===== src/rtl/cva6_spi_pkg.sv =====
// Shared SPI slave definitions: mode encoding and byte geometry.
package cva6_spi_pkg;

    localparam int unsigned SPI_BYTE_BITS = 8;
    localparam int unsigned SPI_CNT_BITS  = $clog2(SPI_BYTE_BITS);

    // Mode number is {cpol, cpha}
    typedef enum logic [1:0] {
        MODE0 = 2'b00,
        MODE1 = 2'b01,
        MODE2 = 2'b10,
        MODE3 = 2'b11
    } spi_mode_e;

    // Modes 0 and 3 capture MOSI on the rising SCLK edge, modes 1 and 2 on the falling edge
    function automatic logic sample_on_rise(input spi_mode_e mode);
        return (mode == MODE0) || (mode == MODE3);
    endfunction

endpackage


===== src/rtl/cva6_spi_sync_edge.sv =====
// N-stage synchroniser for an asynchronous pin plus 1-cycle rise/fall strobes.
module cva6_spi_sync_edge #(
    parameter int unsigned STAGES    = 2,
    parameter logic        RESET_VAL = 1'b0
) (
    input  logic clk,
    input  logic rstn,
    input  logic d_i,
    output logic q_o,
    output logic rise_o,
    output logic fall_o
);

    logic [STAGES-1:0] sync_q;
    logic              last_q;

    // Synchroniser chain followed by one extra flop for edge detection
    always_ff @(posedge clk or negedge rstn) begin
        if (!rstn) begin
            sync_q <= {STAGES{RESET_VAL}};
            last_q <= RESET_VAL;
        end else begin
            sync_q <= {sync_q[STAGES-2:0], d_i};
            last_q <= sync_q[STAGES-1];
        end
    end

    assign q_o    = sync_q[STAGES-1];
    assign rise_o = sync_q[STAGES-1] & ~last_q;
    assign fall_o = ~sync_q[STAGES-1] & last_q;

endmodule


===== src/rtl/cva6_spi_slave_clkrec.sv =====
// SPI slave: oversampled SCLK recovery, MOSI byte assembly and MISO serialisation.
module cva6_spi_slave_clkrec
    import cva6_spi_pkg::*;
#(
    parameter int unsigned              SYNC_STAGES = 2,
    parameter logic [SPI_BYTE_BITS-1:0] TX_IDLE     = 8'hFF
) (
    input  logic                     clk,
    input  logic                     rstn,
    input  logic                     en,
    input  logic                     cpol,
    input  logic                     cpha,
    input  logic                     spi_sclk,
    input  logic                     spi_cs_n,
    input  logic                     spi_mosi,
    output logic                     spi_miso,
    output logic                     spi_miso_oe,
    output logic [SPI_BYTE_BITS-1:0] rx_data,
    output logic                     rx_valid,
    input  logic                     rx_ready,
    output logic                     rx_overrun,
    input  logic [SPI_BYTE_BITS-1:0] tx_data,
    input  logic                     tx_valid,
    output logic                     tx_ready,
    output logic                     tx_underrun
);

    logic sclk_lvl_unused, sclk_rise, sclk_fall;
    logic cs_n_s, cs_fall, cs_rise_unused;
    logic [SYNC_STAGES-1:0] mosi_sync_q;
    logic mosi_s;

    cva6_spi_sync_edge #(.STAGES(SYNC_STAGES), .RESET_VAL(1'b0)) u_sync_sclk (
        .clk    (clk),
        .rstn   (rstn),
        .d_i    (spi_sclk),
        .q_o    (sclk_lvl_unused),
        .rise_o (sclk_rise),
        .fall_o (sclk_fall)
    );

    cva6_spi_sync_edge #(.STAGES(SYNC_STAGES), .RESET_VAL(1'b1)) u_sync_cs (
        .clk    (clk),
        .rstn   (rstn),
        .d_i    (spi_cs_n),
        .q_o    (cs_n_s),
        .rise_o (cs_rise_unused),
        .fall_o (cs_fall)
    );

    // MOSI needs only a plain synchroniser, same depth keeps it aligned with SCLK
    always_ff @(posedge clk or negedge rstn) begin
        if (!rstn) mosi_sync_q <= '0;
        else       mosi_sync_q <= {mosi_sync_q[SYNC_STAGES-2:0], spi_mosi};
    end
    assign mosi_s = mosi_sync_q[SYNC_STAGES-1];

    spi_mode_e mode;
    logic      active, sample_edge, shift_edge, load;

    assign mode        = spi_mode_e'({cpol, cpha});
    assign active      = en & ~cs_n_s;
    assign sample_edge = active & (sample_on_rise(mode) ? sclk_rise : sclk_fall);
    assign shift_edge  = active & (sample_on_rise(mode) ? sclk_fall : sclk_rise);

    logic [SPI_BYTE_BITS-1:0] rx_shift_q, rx_shift_d, rx_data_q, rx_data_d, rx_byte;
    logic [SPI_BYTE_BITS-1:0] tx_shift_q, tx_shift_d, hold_q, hold_d;
    logic [SPI_CNT_BITS-1:0]  bit_cnt_q, bit_cnt_d;
    logic rx_valid_q, rx_valid_d, rx_ovr_q, rx_ovr_d;
    logic hold_valid_q, hold_valid_d, tx_udr_q, tx_udr_d;

    assign rx_byte = {rx_shift_q[SPI_BYTE_BITS-2:0], mosi_s};
    assign load    = (cs_fall & en & ~cpha) | (shift_edge & (bit_cnt_q == '0));

    // Next-state for receive shifter, bit counter, TX holding and shift registers
    always_comb begin
        rx_shift_d   = rx_shift_q;
        bit_cnt_d    = bit_cnt_q;
        rx_data_d    = rx_data_q;
        rx_valid_d   = rx_valid_q;
        rx_ovr_d     = 1'b0;
        tx_shift_d   = tx_shift_q;
        hold_d       = hold_q;
        hold_valid_d = hold_valid_q;
        tx_udr_d     = 1'b0;

        if (rx_valid_q && rx_ready) rx_valid_d = 1'b0;

        // Leaving the active state (cs high or disable) restarts the byte
        if (!active) begin
            bit_cnt_d = '0;
        end else if (sample_edge) begin
            rx_shift_d = rx_byte;
            bit_cnt_d  = bit_cnt_q + SPI_CNT_BITS'(1);
            if (bit_cnt_q == SPI_CNT_BITS'(SPI_BYTE_BITS - 1)) begin
                if (!rx_valid_q || rx_ready) begin
                    rx_data_d  = rx_byte;
                    rx_valid_d = 1'b1;
                end else begin
                    rx_ovr_d = 1'b1;
                end
            end
        end

        if (load) begin
            if (hold_valid_q) begin
                tx_shift_d   = hold_q;
                hold_valid_d = 1'b0;
            end else begin
                tx_shift_d = TX_IDLE;
                tx_udr_d   = 1'b1;
            end
        end else if (shift_edge) begin
            tx_shift_d = {tx_shift_q[SPI_BYTE_BITS-2:0], 1'b0};
        end

        // Write uses the registered ready, so it lands after any same-cycle load
        if (tx_valid && !hold_valid_q) begin
            hold_d       = tx_data;
            hold_valid_d = 1'b1;
        end
    end

    // State registers
    always_ff @(posedge clk or negedge rstn) begin
        if (!rstn) begin
            rx_shift_q   <= '0;
            bit_cnt_q    <= '0;
            rx_data_q    <= '0;
            rx_valid_q   <= 1'b0;
            rx_ovr_q     <= 1'b0;
            tx_shift_q   <= '0;
            hold_q       <= '0;
            hold_valid_q <= 1'b0;
            tx_udr_q     <= 1'b0;
        end else begin
            rx_shift_q   <= rx_shift_d;
            bit_cnt_q    <= bit_cnt_d;
            rx_data_q    <= rx_data_d;
            rx_valid_q   <= rx_valid_d;
            rx_ovr_q     <= rx_ovr_d;
            tx_shift_q   <= tx_shift_d;
            hold_q       <= hold_d;
            hold_valid_q <= hold_valid_d;
            tx_udr_q     <= tx_udr_d;
        end
    end

    assign spi_miso    = active & tx_shift_q[SPI_BYTE_BITS-1];
    assign spi_miso_oe = active;
    assign rx_data     = rx_data_q;
    assign rx_valid    = rx_valid_q;
    assign rx_overrun  = rx_ovr_q;
    assign tx_ready    = ~hold_valid_q;
    assign tx_underrun = tx_udr_q;

endmodule


===== config.mk =====
export PLATFORM = sky130hd
export DESIGN_NAME = cva6_spi_slave_clkrec
export DESIGN_NICKNAME = d
export VERILOG_FILES = /design/src/rtl/cva6_spi_pkg.sv /design/src/rtl/cva6_spi_sync_edge.sv /design/src/rtl/cva6_spi_slave_clkrec.sv
export SDC_FILE = /design/constraint.sdc
export NUM_CORES = 1
export LEC_CHECK = 0
export CORE_ASPECT_RATIO = 0.7
export CORE_UTILIZATION = 45
export CTS_CLUSTER_SIZE = 14
export DETAILED_ROUTE_END_ITERATION = 10
export PLACE_DENSITY = 0.69
export SYNTH_ARGS = -nofsm -noshare
export SYNTH_HDL_FRONTEND = slang
export SYNTH_SLANG_ARGS = --single-unit
export TNS_END_PERCENT = 30

===== constraint.sdc =====
create_clock -name clk -period 2 [get_ports clk]
set_input_delay 0.3 -clock clk [delete_from_list [all_inputs] [get_ports clk]]
set_output_delay 0.3 -clock clk [all_outputs]
set_load 0.03 [all_outputs]

After elaboration in Yosys (flattened, before gate mapping). Index checks and enable logic that the tools add are counted.

Add/sub/neg operators: 1. Equal/unequal tests: 3. Multiplexer cells: 20. Bitwise logic cells: 16. Reductions and logical operators: 12.

Operators with widths (count): 2-to-1 mux 8 bit (3); 2-to-1 mux 1 bit (15); bitwise AND 1 bit (10); 2-to-1 mux 3 bit (2); inverter 1 bit (5); AND reduction 4 bit (1); nonzero test 2 bit (2); adder 3 x 1 -> 3 bit (second input constant) (1); equality test 3 bit (second input constant) (1); logical NOT 3 bit (1); equality test 2 bit (second input constant) (1); logical AND 1 bit (2); logical NOT 1 bit (2); logical NOT 2 bit (1); logical OR 1 bit (2); != test 2 x 1 -> 1 bit (second input constant) (1); AND reduction 2 bit (1); OR 1 bit (1).

Register bits: 46. Input port bits: 18. Output and inout bits: 14. Logic and storage cells: 66.

Depth between registers and ports, before layout. Gate-level depths: netlist of run 1.

Depth after elaboration: 8. Mapped depth: 5. Mapped depth without buffers: 5.

Modules after synthesis. From an unflattened synthesis of run 1, not the netlist that was laid out.

Cells, all modules: 135. Area, all modules: 1970.6 um^2.

Modules (own cells, without submodules): cva6_spi_slave_clkrec (instances 1, cells an instance 125, area an instance 1786.7 um^2, seq. area each 1001.0 um^2); cva6_spi_sync_edge at u_sync_cs (instances 1, cells an instance 5, area an instance 93.8 um^2, seq. area each 78.8 um^2); cva6_spi_sync_edge at u_sync_sclk (instances 1, cells an instance 5, area an instance 90.1 um^2, seq. area each 75.1 um^2).

Worst setup path after synthesis of run 1. Ideal clock, no wire load.

Path type: register to register. Start point: register u_sync_cs.sync_q[1]. End point: register rx_data_q[0], in the netlist rx_data[0]. Setup time: 125 ps. Data arrival time: 1550 ps. Data required time: 1875 ps. Path slack: 326 ps. Cell stages (with the launch flop): 5. Path buffers: 0. Period minus slack after synthesis: 1674 ps. Path through: dfstp_2 > and4bb_2 > mux2i_2 > nor2_4 > mux2_2.

Cells in the longest elaborated chain, start to end: 4.

RTL lines: start, declared (RTL line cva6_spi_sync_edge.sv:14) `logic [STAGES-1:0] sync_q;`; start signal, assigned (RTL line cva6_spi_sync_edge.sv:20) `sync_q <= {STAGES{RESET_VAL}};`; start signal, assigned (RTL line cva6_spi_sync_edge.sv:23) `sync_q <= {sync_q[STAGES-2:0], d_i};`; inverter 1 bit * (RTL line cva6_spi_slave_clkrec.sv:62) `assign active = en & ~cs_n_s;`; bitwise AND 1 bit * (RTL line cva6_spi_slave_clkrec.sv:62); bitwise AND 1 bit (RTL line cva6_spi_slave_clkrec.sv:63) `assign sample_edge = active & (sample_on_rise(mode) ? sclk_rise : sclk_fall);`; AND reduction 4 bit (no line) *; end signal, assigned (RTL line cva6_spi_slave_clkrec.sv:139) `rx_data_q <= rx_data_d;`; end, declared (RTL line cva6_spi_slave_clkrec.sv:66) `logic [SPI_BYTE_BITS-1:0] rx_shift_q, rx_shift_d, rx_data_q, rx_data_d, rx_byte;`.

Mark *: on every way between the ends. The rest lies on a longest branch, timed or not. A chain may end at the register's enable or synchronous reset.

Worst setup path in the final report of run 1.
Start point: register hold_valid_q. End point: output port tx_ready.

Cells in the longest elaborated chain, start to end: 1.

RTL lines: start, declared (RTL line cva6_spi_slave_clkrec.sv:70) `logic hold_valid_q, hold_valid_d, tx_udr_q, tx_udr_d;`; start signal, assigned (RTL line cva6_spi_slave_clkrec.sv:144) `hold_valid_q <= hold_valid_d;`; inverter 1 bit (RTL line cva6_spi_slave_clkrec.sv:154) `assign tx_ready = ~hold_valid_q;`; end, declared (RTL line cva6_spi_slave_clkrec.sv:24) `output logic tx_ready,`.

No other way between the ends.

==> flow_summary.yaml, run 1 <==
worst_setup_path:
  critPathKind: "reg2out"
  end_kind: "primary output"
  r2r_setup_slack_ns: 0.28
  required_ns: 1.70
  rr_worst_depth: 4
  r2r-start: "u_sync_cs.sync_q[1]"
  reg2reg_to: "rx_shift_q[3]"
  crit_chain: "inv_1, clkdlybuf4s50_1"
  slowest_stage: "clkdlybuf4s50_1"
  slowest_delay_ns: 0.69
  cp_top_family: "buffers and inverters"
  crit_fanout: 9
  cp.arrival_ns: 1.63
  path_depth: 2
  path_buf_inv: 2
  cp-start-kind: "flip-flop"
routing:
  drt_iter0_drc: 31
  wl_per_cell_um: 13.9
  drc: 0
  via_count: 1157
  wl_um: 3300
  routed_via_density: 4.86
  ant_nets: 0
  drt_pre_antenna_iters: 2
floorplan:
  rows: 19
  die_w_um: 80.6
  ios: 32
  core_um2: 4020
  die_h_um: 57.0
  initial_core_util_pct: 48.4
  dieArea_um2: 4590
yosys:
  synthSimpleGateAreaFrac_pct: 8.30
  synth_edf_count: 0
  syn-cell-area_um2: 1940
  synthMuxAreaShare_pct: 23.5
  synth_cell_type_count: 25
  ys.flop_type: "dfrtp_1"
  synth_nets: 159
  synth-seq-cells: 46
  synth_compound_area_share_pct: 3.02
  async_flop_share_pct: 100
  synth_area_leaders: "dfrtp_1 (55%), mux2_2 (15%), mux2i_1 (7.7%)"
  yosysTopAreaCell: "dfrtp_1"
  yosysWarningCount: 0
  syn_avg_cell_area_um2: 14.1
  synth_top_family_by_area: "multiplexers"
  synth_fa_ha_area_share_pct: 1.93
  yosysSeqAreaShare_pct: 59.4
  synth_cells: 138
  synth_top_area_share_pct: 55.3
  synth_xor_area_share_pct: 1.29
clock_network:
  ctsResizeCount: 0
  clock-sinks: 46
  clkLatencyLatePin_ns: 0.29
  clockBufferDepth: 2
  cts_max_level: 2
  path_clk_slew_ns: 0.09
  post_cts_buffers: 0
  cts_buffers: 5
  cts-root-buf: "clkbuf_8"
  cts_hold_buf: 0
  cts_tree: "done"
timing:
  relSlewSlack_pct: 53.0
  min_period_ns: 1.93
  rsz0062_at_grt: "false"
  hold_viol: 0
  fmax_mhz: 517
  worstMarginPinSlew_ns: 0.705
  skew_ns: 0.00728
  fin_crit_sh_pct: 96.6
  hold_ws_ns: 0.0516
  slew_violations: 0
  fin_ws_ns: 0.0676
  setup_viol: 0
layout:
  antenna_cells: 0
  design_area_um2: 2490
  synthToLayoutAreaGrowth_pct: 27.9
  final_common_cell: "dfrtp_1"
  stdcell_count: 238
  drive_above_1_share_pct: 31.2
  layout_common_cells: "dfrtp_1 (43), clkdlybuf4s50_1 (28), mux2_2 (26), mux2i_1 (15), buf_4 (12)"
  nets: 206
status:
  outcome: "finished, final reports clean"
global_route:
  overflow: 0
  grt_pass1_wl_um: 5750
  antenna_found_initial: 0
  grt_pass1_vias: 1219
  grtUsageTotal_pct: 17.0
  grt_max_degree: 34
job:
  maxCapViolations: 0
pwr:
  vdd_ir_drop_max_mv: 0.518
  p_leak_nw: 1.13
  totalPowerFinal_mw: 2.26
  powerDensity_nw_per_um2: 908
placement:
  dpl.cell_count: 230
  postPlaceCellArea_um2: 2400
  pre_cts_ws_ns: -0.127
  portBuffers: 31
  place.gp.congestion: 0.738
  hpwl_um: 2520
min_path:
  hold_path.class: "in2async"
==> cell usage after synthesis (2+ instances only) <==
| cell type | n |
|---|---|
| dfrtp_1 | 43 |
| mux2_2 | 26 |
| mux2i_1 | 15 |
| inv_1 | 11 |
| nor2_1 | 9 |
| nand2b_1 | 7 |
| dfstp_2 | 3 |
| ha_1 | 3 |
| nand2_1 | 3 |
| and2b_1 | 2 |
| and4bb_2 | 2 |
==> per-stage QoR <==
| stage | setup TNS (ns) | util (%) |
|---|---|---|
| 6_report | 0 | 61.9 |
| 3_5_place_dp | -0.907 | 59.6 |
| 4_1_cts | 0 | 61.9 |
| 5_1_grt | 0 | 61.9 |
| 2_1_floorplan | 0 | - |
| 3_3_place_gp | -0.780 | 59.6 |
==> layer usage <==
| layer | track usage, % | wire length [µm] | vias up |
|---|---|---|---|
| met5 | 0 | 0 | - |
| met1 | 24.0 | 1650 | 577 |
| li1 | - | - | 555 |
| met3 | 5.28 | 137 | 4 |
| met2 | 25.7 | 1480 | 21 |
| met4 | 4.59 | 31 | 0 |
==> state kept, by name (all words and copies together) (netlist names) <==
name,cells
u_sync_sclk.last_q,1
tx_underrun,1
rx_overrun,1
tx_shift_q,8
bit_cnt_q,3
u_sync_sclk.sync_q,2
hold_q,8
hold_valid_q,1
rx_data,8
u_sync_cs.sync_q,2
u_sync_cs.last_q,1
rx_valid,1
mosi_sync_q,2
rx_shift_q,7
==> report_power, final <==
group          internal [mW]  leakage (nW)  switching (mW)
combinational          0.256         0.513           0.188
sequential              1.13         0.573           0.107
clock                  0.279        0.0482           0.296
==> worst register-to-register path, stage by stage, from the launching register on <==
cell and delay (ns):
dfstp_2 0.55, and4bb_2 0.23, mux2i_2 0.27, buf_4 0.22, mux2_2 0.34
==> cell type report <==
cell class	count	area, µm²
fill	300	1530
sequential	46	1150
multi-input combinational	79	739
timing repair buffer	42	395
clock buffer	7	86.3
tap	52	65.1
inverter	11	41.3
clock inverter	1	5.00
==> worst max-delay path by stage <==
| stage | from | to | slack [ns] |
|---|---|---|---|
| detailed placement | cpha | rx_shift_q[3] | -0.13 |
| CTS | hold_valid_q | tx_ready | 0.04 |
| finish | hold_valid_q | tx_ready | 0.07 |
| floorplan | u_sync_cs.sync_q[1] | rx_data[0] | 0.33 |
| global route | hold_valid_q | tx_ready | 0.004 |
| global placement | cpha | rx_shift_q[5] | -0.09 |
==> kinds of logic (layout without fill, tap and decap cells) <==
family                     after synthesis  in the layout
buffers and inverters                   13             61
adders and majority gates                3              3
and+or+nand+nor                         27             27
xor gates and xnor gates                 2              2
DFF                                     46             46
AOI/OAI and AO/OA                        5              5
muxes                                   42             42
No activity file was read; power rests on OpenSTA's default activity.
==> run 2: changes to the inputs <==
--- a/config.mk
+++ b/config.mk
@@ -5,11 +5,12 @@
 export SDC_FILE = /design/constraint.sdc
 export NUM_CORES = 1
 export LEC_CHECK = 0
+export ABC_AREA = 1
 export CORE_ASPECT_RATIO = 0.7
 export CORE_UTILIZATION = 45
 export CTS_CLUSTER_SIZE = 14
 export DETAILED_ROUTE_END_ITERATION = 10
-export PLACE_DENSITY = 0.69
+export PLACE_DENSITY_LB_ADDON = 0.25
 export SYNTH_ARGS = -nofsm -noshare
 export SYNTH_HDL_FRONTEND = slang
 export SYNTH_SLANG_ARGS = --single-unit
==> run 2 against run 1 <==
  * Non-clock buffer count decreased by 2
  * First-iteration DRC count increased to 3.9 times the previous value
  * Synthesized area increased by 4.8%
  * Sequential power decreased by 3%
  * Largest power group unchanged
==> flow_summary.yaml, run 2 <==
job:
  maxCapViolations: 0
pwr:
  p_leak_nw: 1.31
  powerDensity_nw_per_um2: 965
  p_int_mw: 1.72
  totalPowerFinal_mw: 2.46
  vdd_ir_drop_max_mv: 0.431
  power_frac_comb_pct: 23.5
  power_frac_clock_pct: 27.9
  p_sw_mw: 0.740
  seqPwrFrac_pct: 48.6
  power_switching_share_pct: 30.1
timing:
  fin_ws_ns: 0.251
  finalSetupTns_ns: 0
  slew_violations: 0
  relSlewSlack_pct: 63.0
  rsz0062_at_grt: "false"
  fmax_mhz: 572
  worstMarginPinSlew_ns: 0.555
  setup_viol: 0
  min_period_ns: 1.75
  skew_ns: 0.00359
  hold_viol: 0
  fin_crit_sh_pct: 87.4
  hold_ws_ns: 0.0611
routing:
  via_count: 1638
  wl_per_cell_um: 11.8
  routed_via_density: 4.92
  wl_um: 3930
  drc: 0
  ant_nets: 0
  drt_iter0_drc: 120
  drt_pre_antenna_iters: 4
worst_setup_path:
  cp-start-kind: "flip-flop"
  slowest_delay_ns: 0.67
  end_kind: "primary output"
  crit_fanout: 3
  rr_worst_depth: 10
  slowest_stage: "clkdlybuf4s50_1"
  critPathKind: "reg2out"
  critPathCapture: "tx_ready"
  reg2reg_to: "tx_shift_q[7]"
  worstSetupStartpoint: "hold_valid_q"
  r2r-start: "bit_cnt_q[0]"
  cp.arrival_ns: 1.45
  required_ns: 1.70
  r2r_setup_slack_ns: 0.40
  crit_chain: "inv_1, clkdlybuf4s50_1"
global_route:
  grt_pass1_vias: 1435
  grt_pass1_wl_um: 6740
  grt_max_degree: 47
  overflow: 0
  antenna_found_initial: 0
  grtUsageTotal_pct: 18.9
layout:
  stdcell_count: 333
  antenna_cells: 0
  n_fill_cell: 390
  nets: 298
  layout_common_cells: "nand2_1 (74), dfrtp_1 (43), nor2_1 (33), clkdlybuf4s50_1 (28), inv_1 (23)"
  synthToLayoutAreaGrowth_pct: 25.1
  drive_above_1_share_pct: 12.2
  final_common_cell: "nand2_1"
yosys:
  ys.flop_type: "dfrtp_1"
  syn-cell-area_um2: 2040
  synth-seq-cells: 46
  syn_avg_cell_area_um2: 8.59
  yosysWarningCount: 0
  yosysTopAreaCell: "dfrtp_1"
  synth_cells: 237
  synth_cell_type_count: 23
  async_flop_share_pct: 100
  ys_top_cells_by_count: "nand2_1 (74), dfrtp_1 (43), nor2_1 (33), inv_1 (23), nand3_1 (22)"
  yosysSeqAreaShare_pct: 56.7
  synth_edf_count: 0
  synth_top_area_share_pct: 52.8
  synth_nets: 258
  yosysMostFrequentCell: "nand2_1"
  synth_area_leaders: "dfrtp_1 (53%), nand2_1 (14%), nor2_1 (6.1%)"
status:
  outcome: "finished, final reports clean"
clock_network:
  path_clk_slew_ns: 0.08
  ctsResizeCount: 0
  clkLatencyLatePin_ns: 0.30
  cts_max_level: 2
  cts-root-buf: "clkbuf_8"
  post_cts_buffers: 0
  cts_hold_buf: 0
  cts_tree: "done"
  clock-sinks: 46
  cts_buffers: 5
  clockBufferDepth: 2
min_path:
  hold_path.class: "in2async"
placement:
  dpl.cell_count: 325
  place.gp.congestion: 0.766
  hpwl_um: 2830
  pre_cts_ws_ns: 0.141
  portBuffers: 31
floorplan:
  die_h_um: 58.3
  rows: 20
  core_um2: 4330
  ios: 32
  dieArea_um2: 4800
  die_w_um: 82.4
  initial_core_util_pct: 47.1
run 2: changes by cell type in the layout (fill, tap and decap cells not counted), sizes merged, moves of 6 or more:
| cell | before | now |
|---|---|---|
| mux2i | 16 | 0 |
| inv | 11 | 24 |
| mux2 | 26 | 1 |
| nand2b | 7 | 0 |
| nor2 | 10 | 35 |
| nand4 | 0 | 9 |
| nand3 | 0 | 22 |
| nand2 | 3 | 77 |
| a21oi | 2 | 8 |
run 2: power by group through the flow:
stage | sequential (mW) | clock (mW) | combinational, mW
2_1_floorplan | 1.19 | 0 | 0.407
3_3_place_gp | 1.21 | 0 | 0.568
3_5_place_dp | 1.21 | 0 | 0.585
4_1_cts | 1.19 | 0.706 | 0.586
5_1_grt | 1.21 | 0.750 | 0.660
6_report | 1.20 | 0.686 | 0.577
run 2: cell type report:
type / instances / area, µm² / area share (%)
flip-flops and latches: 46 / 1150 / 45.3
multi-input cells: 160 / 739 / 29.0
repair buffers: 40 / 380 / 14.9
inverters: 24 / 90.1 / 3.54
clock buffers: 5 / 68.8 / 2.70
well taps: 55 / 68.8 / 2.70
clock inverters: 3 / 45.0 / 1.77
run 2: through the flow:
step	util, %	cell area, µm²
6_report	58.8	2550
5_1_grt	58.8	2550
4_1_cts	58.8	2550
3_5_place_dp	56.2	2430
3_3_place_gp	56.2	2430
2_1_floorplan	-	2040
run 2: how the worst min path moves through the flow:
| stage | endpoint | from | slack (ns) |
|---|---|---|---|
| floorplan | bit_cnt_q[0] | rstn | 0.004 |
| global placement | u_sync_sclk.sync_q[1] | u_sync_sclk.sync_q[0] | 0.33 |
| detailed placement | mosi_sync_q[1] | mosi_sync_q[0] | 0.34 |
| CTS | hold_q[2] | rstn | 0.08 |
| global route | hold_q[2] | rstn | 0.10 |
| finish | hold_q[2] | rstn | 0.06 |
run 2: per-layer routing:
metal	track usage, %	routed length, µm	vias up
met3	4.19	153	8
li1	-	-	819
met5	0	0	-
met2	26.4	1670	37
met4	6.77	59	0
met1	28.7	2050	774
run 2: worst max-delay path: cells and delay by family, from the launching register on:
family   cells  cell delay [ns]
flops        1             0.39
buf+inv      2             0.76
run 2: logic make-up after synthesis:
| family | after synthesis | synth area share (%) |
|---|---|---|
| AND/OR/NAND/NOR | 145 | 31.0 |
| flip-flops | 46 | 56.7 |
| buffers and inverters | 31 | 7.00 |
| AO/OA/AOI/OAI | 11 | 2.89 |
| adder cells (fa/ha/maj) | 3 | 1.84 |
| multiplexers | 1 | 0.553 |
==> run 3: changes to the inputs <==
--- a/config.mk
+++ b/config.mk
@@ -10,8 +10,10 @@
 export CORE_UTILIZATION = 45
 export CTS_CLUSTER_SIZE = 14
 export DETAILED_ROUTE_END_ITERATION = 10
+export GPL_TIMING_DRIVEN = 0
 export PLACE_DENSITY_LB_ADDON = 0.25
+export SKIP_CTS_REPAIR_TIMING = 1
 export SYNTH_ARGS = -nofsm -noshare
 export SYNTH_HDL_FRONTEND = slang
 export SYNTH_SLANG_ARGS = --single-unit
-export TNS_END_PERCENT = 30
+export TNS_END_PERCENT = 10
==> run 3 against run 2 <==
  * Worst setup slack worse by 0.14 ns
  * Critical path depth up 1
  * Combinational power up 2%
  * Highest routed layer unchanged
  * Power up 6.6%
  * Register-to-register slack worse by 0.17 ns
  * Clock skew up 0.0017 ns
==> flow_summary.yaml, run 3 (synthesis results as in run 2) <==
floorplan:
  core_um2: 4330
  die_w_um: 82.4
  initial_core_util_pct: 47.1
  ios: 32
  dieArea_um2: 4800
  rows: 20
  die_h_um: 58.3
placement:
  portBuffers: 31
  hpwl_um: 2950
  pre_cts_ws_ns: -0.253
  dpl.cell_count: 324
  place.gp.congestion: 0.760
clock_network:
  cts-root-buf: "clkbuf_8"
  clock-sinks: 46
  cts_tree: "done"
  cts_buffers: 5
  clkLatencyLatePin_ns: 0.30
  clockBufferDepth: 2
  cts_max_level: 2
  path_clk_slew_ns: 0.08
status:
  outcome: "finished, final reports clean"
global_route:
  grtUsageTotal_pct: 18.9
  grt_pass1_vias: 1414
  grt_util_met2_pct: 25.4
  grt_max_degree: 27
  globalRoute.busiestLayer: "met1"
  grtUsageMet1_pct: 28.6
  antenna_found_initial: 0
  grt_pass1_wl_um: 6530
  grt_use_met3_pct: 3.72
  overflow: 0
routing:
  routed_via_density: 4.74
  drt_iter0_drc: 113
  drc: 0
  drt_pre_antenna_iters: 5
  via_count: 1580
  wl_per_cell_um: 12.1
  wl_um: 4020
  ant_nets: 0
timing:
  fmax_mhz: 530
  worstMarginPinSlew_ns: 0.481
  hold_viol: 0
  skew_ns: 0.00533
  rsz0062_at_grt: "false"
  finalSetupTns_ns: 0
  min_period_ns: 1.89
  relSlewSlack_pct: 68.0
  slew_violations: 0
  fin_ws_ns: 0.113
  setup_viol: 0
  fin_crit_sh_pct: 94.3
worst_setup_path:
  cp.arrival_ns: 1.59
  r2r-start: "bit_cnt_q[0]"
  critPathCapture: "tx_ready"
  crit_fanout: 10
  worstSetupStartpoint: "hold_valid_q"
  reg2reg_to: "rx_data[1]"
  cp-start-kind: "flip-flop"
  rr_worst_depth: 7
  r2r_setup_slack_ns: 0.23
  critPathKind: "reg2out"
  required_ns: 1.70
  end_kind: "primary output"
layout:
  drive_above_1_share_pct: 11.2
  final_common_cell: "nand2_1"
  nets: 298
  layout_common_cells: "nand2_1 (74), dfrtp_1 (43), nor2_1 (33), clkdlybuf4s50_1 (28), inv_1 (23)"
  synthToLayoutAreaGrowth_pct: 27.1
  stdcell_count: 333
  antenna_cells: 0
  n_fill_cell: 385
pwr:
  p_leak_nw: 1.36
  powerDensity_nw_per_um2: 1010
  vdd_ir_drop_max_mv: 0.497
min_path:
  hold_path.class: "reg2reg"
  hp-start: "u_sync_sclk.sync_q[0]"
job:
  maxCapViolations: 0
run 3: where the power goes:
part           switching [mW]  leakage, nW  internal [mW]
clock network           0.305       0.0714          0.533
registers              0.0830        0.558           1.11
logic                   0.351        0.729          0.237
total                   0.739         1.36           1.88
run 3: how the worst min path moves through the flow:
stage          slack, ns  cells after the start                     to
2_1_floorplan      0.004                      0           bit_cnt_q[0]
6_report            0.35                      0  u_sync_sclk.sync_q[1]
3_3_place_gp        0.33                      0         mosi_sync_q[1]
4_1_cts            -0.04                      1              hold_q[2]
5_1_grt             0.37                      0  u_sync_sclk.sync_q[1]
3_5_place_dp        0.29                      1              hold_q[2]
run 3: critical path, stage by stage (launching register included):
cell             delay (ns)
dfrtp_1                0.37
buf_4                  0.16
inv_1                  0.08
clkdlybuf4s50_1        0.67
run 3: metrics by stage:
step                      instance area (µm²)  hold slack [ns]  power [mW]  utilization (%)
after floorplan                          2040          0.00441        1.60                -
after global placement                   2420            0.333        1.78             55.8
after detailed placement                 2430            0.289        1.80             56.2
after CTS                                2570          -0.0410        2.64             59.5
after global routing                     2590            0.366        2.78             59.8
final                                    2590            0.355        2.62             59.8
run 3: cell type report:
class	instances	area, µm²	share of cell area [%]
sequential	46	1150	44.6
multi-input combinational	160	739	28.6
timing repair buffer	33	340	13.1
inverter	24	90.1	3.48
clock buffer	6	82.6	3.19
tap	55	68.8	2.66
clock inverter	2	60.1	2.32
buffer	7	52.6	2.03
run 3: metal layers:
| metal | part of all wire (%) | vias to the layer above |
|---|---|---|
| li1 | - | 819 |
| met1 | 54 | 729 |
| met2 | 41 | 25 |
| met3 | 3.0 | 7 |
| met4 | 2.1 | 0 |
| met5 | 0 | - |
